[config.mk]
export PLATFORM = sky130hd
export DESIGN_NAME = proc_alu
export DESIGN_NICKNAME = d
export VERILOG_FILES = /design/src/rtl/alu_pkg.sv /design/src/rtl/alu_div.sv /design/src/rtl/proc_alu.sv
export SDC_FILE = /design/constraint.sdc
export NUM_CORES = 2
export LEC_CHECK = 0
export CAP_MARGIN = 10
export CORE_ASPECT_RATIO = 1.75
export CORE_MARGIN = 3
export CORE_UTILIZATION = 48
export DETAILED_ROUTE_END_ITERATION = 8
export SETUP_SLACK_MARGIN = 0.05
export SYNTH_ARGS = -nofsm -noshare
export SYNTH_HDL_FRONTEND = slang
export SYNTH_HIERARCHICAL = 1
export SYNTH_SLANG_ARGS = --single-unit
[constraint.sdc]
create_clock -name clk -period 22 [get_ports clk]
set_input_delay 4.4 -clock clk [delete_from_list [all_inputs] [get_ports clk]]
set_output_delay 4.4 -clock clk [all_outputs]
set_load 0.1 [all_outputs]
[src/rtl/alu_pkg.sv]
// Shared constants for the LABIII ALU: data width, opcode encodings and
// the position of the opcode field inside the instruction word.
package alu_pkg;

  localparam int ALU_W  = 32;
  localparam int OP_MSB = 31;
  localparam int OP_LSB = 27;

  localparam logic [4:0] OP_ADD = 5'h03;
  localparam logic [4:0] OP_SUB = 5'h04;
  localparam logic [4:0] OP_MUL = 5'h05;
  localparam logic [4:0] OP_DIV = 5'h06;
  localparam logic [4:0] OP_AND = 5'h07;
  localparam logic [4:0] OP_OR  = 5'h08;
  localparam logic [4:0] OP_XOR = 5'h09;
  localparam logic [4:0] OP_NOT = 5'h0A;
  localparam logic [4:0] OP_SLL = 5'h0B;
  localparam logic [4:0] OP_SRL = 5'h0C;
  localparam logic [4:0] OP_CMP = 5'h0D;

endpackage

[src/rtl/alu_div.sv]
// Combinational signed divider, truncating toward zero. Works on operand
// magnitudes so that 0x80000000 / -1 naturally yields 0x80000000.
module alu_div
  import alu_pkg::*;
(
  input  logic [ALU_W-1:0] dividend,
  input  logic [ALU_W-1:0] divisor,
  output logic [ALU_W-1:0] quotient,
  output logic             div_zero,
  output logic             ovf
);

  logic [ALU_W-1:0] mag_a, mag_b, mag_q;
  logic             neg;

  assign div_zero = (divisor == '0);
  assign neg      = dividend[ALU_W-1] ^ divisor[ALU_W-1];
  assign mag_a    = dividend[ALU_W-1] ? (~dividend + 1'b1) : dividend;
  assign mag_b    = divisor[ALU_W-1]  ? (~divisor + 1'b1)  : divisor;
  assign mag_q    = div_zero ? '0 : (mag_a / mag_b);
  assign quotient = div_zero ? '0 : (neg ? (~mag_q + 1'b1) : mag_q);

  // Only the most-negative value divided by -1 leaves the signed range.
  assign ovf = !div_zero && (dividend == {1'b1, {(ALU_W-1){1'b0}}}) && (divisor == '1);

endmodule

[src/rtl/proc_alu.sv]
// Registered 32-bit ALU with compare/status flags, one cycle latency.
// Define ALU_DIV_EN to build the signed divider; otherwise DIV is illegal.
module proc_alu
  import alu_pkg::*;
(
  input  logic             clk,
  input  logic             rst,
  input  logic [ALU_W-1:0] operand_a,
  input  logic [ALU_W-1:0] operand_b,
  input  logic [ALU_W-1:0] op_code,
  output logic [ALU_W-1:0] result,
  output logic             equal,
  output logic             above,
  output logic             below,
  output logic             overflow,
  output logic             error
);

  logic [4:0]         op;
  logic [ALU_W:0]     sum, diff;
  logic [2*ALU_W-1:0] prod;
  logic [ALU_W-1:0]   res_n;
  logic               ovf_n, err_n;

  assign op   = op_code[OP_MSB:OP_LSB];
  assign sum  = {1'b0, operand_a} + {1'b0, operand_b};
  assign diff = {1'b0, operand_a} - {1'b0, operand_b};
  assign prod = {{ALU_W{1'b0}}, operand_a} * {{ALU_W{1'b0}}, operand_b};

`ifdef ALU_DIV_EN
  logic [ALU_W-1:0] div_q;
  logic             div_zero, div_ovf;

  alu_div u_div (
    .dividend (operand_a),
    .divisor  (operand_b),
    .quotient (div_q),
    .div_zero (div_zero),
    .ovf      (div_ovf)
  );
`endif

  always_comb begin
    res_n = '0;
    ovf_n = 1'b0;
    err_n = 1'b0;
    case (op)
      OP_ADD: begin res_n = sum[ALU_W-1:0];  ovf_n = sum[ALU_W];  end
      OP_SUB: begin res_n = diff[ALU_W-1:0]; ovf_n = diff[ALU_W]; end
      OP_MUL: begin res_n = prod[ALU_W-1:0]; ovf_n = |prod[2*ALU_W-1:ALU_W]; end
`ifdef ALU_DIV_EN
      OP_DIV: begin res_n = div_q; ovf_n = div_ovf; err_n = div_zero; end
`endif
      OP_AND: res_n = operand_a & operand_b;
      OP_OR:  res_n = operand_a | operand_b;
      OP_XOR: res_n = operand_a ^ operand_b;
      OP_NOT: res_n = ~operand_a;
      OP_SLL: res_n = operand_a << operand_b[4:0];
      OP_SRL: res_n = operand_a >> operand_b[4:0];
      OP_CMP: res_n = '0;
      default: err_n = 1'b1;
    endcase
  end

  always_ff @(posedge clk) begin
    if (rst) begin
      result   <= '0;
      equal    <= 1'b0;
      above    <= 1'b0;
      below    <= 1'b0;
      overflow <= 1'b0;
      error    <= 1'b0;
    end else begin
      result   <= res_n;
      equal    <= (operand_a == operand_b);
      above    <= (operand_a >  operand_b);
      below    <= (operand_a <  operand_b);
      overflow <= ovf_n;
      error    <= err_n;
    end
  end

endmodule

==> flow_metrics.env <==
export IMPL_status="finished clean"
export IMPL_dp_hpwl_um=147000
export IMPL_cts_resized=0
export IMPL_seq_area_frac_synth_pct=1.83
export IMPL_yosysTopAreaCell="fa_1"
export IMPL_layout_nets=6221
export IMPL_drive_gt1_share_pct=4.15
export IMPL_worst_slew_pin_slew_ns=1.38
export IMPL_yosys_top_cells_area="fa_1, ha_1, nor2_1"
export IMPL_grt_max_degree=58
export IMPL_syn2layout_area_growth_pct=5.63
export IMPL_holdBufCountCts=0
export IMPL_synth_cell_types=93
export IMPL_cp_required_ns=22.15
export IMPL_synth_edf_count=0
export IMPL_min_from="op_code[28]"
export IMPL_wl_per_cell_um=31.9
export IMPL_final_core_util_pct=51.3
export IMPL_drc_errors=0
export IMPL_drt_iter0_markers=3657
export IMPL_worst_setup_path_type="primary input to flip-flop"
export IMPL_io_pins=135
export IMPL_fmax_ghz=0.0649
export IMPL_cts_tree="built"
export IMPL_whs_path_depth=5
export IMPL_htree_num_levels=2
export IMPL_crit_fanout=15
export IMPL_drt_pass1_iterations=6
export IMPL_async_reset_ff_share_pct=0
export IMPL_filler_cell_count=8343
export IMPL_min_path_type="primary input to flip-flop"
export IMPL_startpoint_type="primary input"
export IMPL_first_global_vias=40952
export IMPL_clockBufferDepth=2
export IMPL_gr_usage_met1_pct=43.8
export IMPL_totalNegativeSetupSlack_ns=0
export IMPL_max_slew_margin_pct=7.20
export IMPL_cts_setup_buffers=0
export IMPL_yosys_area_top_type_share_pct=44.4
export IMPL_synth_flop_cell="dfxtp_1"
export IMPL_globalplace_congestion=1.06
export IMPL_grt_overflow_total=0
export IMPL_arrival_ns=15.57
export IMPL_root_buffer="clkbuf_16"
export IMPL_use_met2_pct=72.3
export IMPL_groute_layer_met3_usage_pct=8.92
export IMPL_finalCriticalPeriod_ns=15.42
export IMPL_clock_sinks=37
export IMPL_row_count=140
export IMPL_die_w_um=226
export IMPL_routed_wl_um=189000
export IMPL_grt_use_total_pct=43.7
export IMPL_grt_pass1_wl_um=274000
export IMPL_antenna_found_initial=9
export IMPL_syn_cell_area_um2=40500
export IMPL_holdWs_ns=4.94
export IMPL_hold_viol_final=0
export IMPL_numPortBuffers=107
export IMPL_synthCells=4952
export IMPL_clk_pin_slew_ns=0.06
export IMPL_maxCapViolations=0
export IMPL_synth_nets=6309
export IMPL_start_util_pct=48.6
export IMPL_synthTopCellsByCount="fa_1, nor2_1, inv_1"
export IMPL_slew_viol_final=0
export IMPL_post_route_period_util_pct=70.1
export IMPL_hold_path_end="error"
export IMPL_core_area_um2=83400
export IMPL_vias=38090
export IMPL_avgSynthCellArea_um2=8.17
export IMPL_final_antenna_net_count=0
export IMPL_die_h_um=390
export IMPL_yosysMostFrequentCell="fa_1"
export IMPL_dieArea_um2=88000
export IMPL_synth_seq_cells=37
export IMPL_cts_made_buffers=5
export IMPL_routed_via_density=6.41
export IMPL_busiest_layer="met2"
export IMPL_worstSetupEndpointType="flip-flop"
export IMPL_yosysWarnings=6
export IMPL_rsz0062_at_grt="false"
export IMPL_setup_violations=0
## layout by cell type (no fill, tap or decap), drive strengths merged, types with 21 or more instances in the layout
cell type | netlist | final
fa | 897 | 897
nor2 | 800 | 800
inv | 768 | 769
nand2 | 601 | 601
ha | 362 | 362
o21ai | 221 | 221
a21oi | 209 | 209
buf | 106 | 126
clkdlybuf4s50 | 0 | 100
mux2i | 79 | 79
nor3 | 60 | 60
o211ai | 40 | 40
dfxtp | 37 | 37
nand4 | 35 | 35
a221oi | 35 | 35
xnor2 | 32 | 32
a31oi | 26 | 26
a211oi | 25 | 25
nand3 | 24 | 24
clkinv | 23 | 23
o22ai | 22 | 22
or3 | 21 | 21
## sequential cells by signal, summed over array words and instances, names as in the netlist
signal / cells
error: 1
below: 1
overflow: 1
equal: 1
above: 1
result: 32
## per-stage QoR
stage          setup WS, ns  instances  instance area [um2]
4_1_cts                7.04       5928                42700
3_5_place_dp           6.77       5920                42500
2_1_floorplan          9.15       4952                40500
3_3_place_gp           6.78       5920                42500
6_report               6.58       5940                42800
5_1_grt                6.66       5931                42700
## cell families (layout without fill, tap and decap cells)
family | count (synthesis) | after routing | share of synthesized area (%)
other | 0 | 10 | 0
and+or+nand+nor | 1636 | 1636 | 16.5
adders and majority gates | 1259 | 1259 | 55.5
buffers and inverters | 1113 | 1026 | 10.4
AOI/OAI and AO/OA | 763 | 763 | 12.0
muxes | 92 | 92 | 2.57
xor gates and xnor gates | 52 | 52 | 1.13
DFF | 37 | 37 | 1.83
## metal layers
metal	vias up	share of wire (%)
met4	6	14
met3	1071	8.2
met5	-	0.023
met1	19196	30
li1	15474	-
met2	2343	47
## worst max path at each step
| stage | from | to | depth (start not counted) |
|---|---|---|---|
| final | operand_b[11] | overflow | 27 |
| after global routing | operand_b[11] | overflow | 27 |
| after CTS | operand_b[27] | overflow | 26 |
| after detailed placement | operand_b[27] | overflow | 26 |
| after global placement | operand_b[27] | overflow | 26 |
| after floorplan | operand_b[2] | overflow | 32 |
## layout make-up
| class | instances | area, um2 | share of cell area [%] |
|---|---|---|---|
| multi-input combinational | 3802 | 35600 | 83.2 |
| inverter | 791 | 2970 | 6.94 |
| timing repair buffer | 227 | 1940 | 4.54 |
| tap | 1065 | 1330 | 3.12 |
| sequential | 37 | 741 | 1.73 |
| clock buffer | 5 | 125 | 0.293 |
| clock inverter | 3 | 68.8 | 0.161 |
| antenna | 10 | 25.0 | 0.0585 |
## critical path: stages
cell,delay (ns)
clkdlybuf4s50_1,0.96
inv_1,0.77
buf_4,0.43
nor2_1,0.11
fa_1,0.59
fa_1,0.62
inv_1,0.09
fa_1,0.45
fa_1,0.55
inv_1,0.06
fa_1,0.63
fa_1,0.46
fa_1,0.52
fa_1,0.42
ha_1,0.38
a21oi_1,0.43
o21ai_0,0.16
a21oi_1,0.43
o21a_1,0.18
a21oi_1,0.07
a31oi_1,0.69
o22ai_1,0.23
mux2i_1,0.17
nand3b_1,0.38
a2111oi_0,0.53
and4b_1,0.60
o31ai_1,0.17
Power is not shown: default switching activity piles up to over one toggle a cycle in this logic, so the estimate is an artifact.
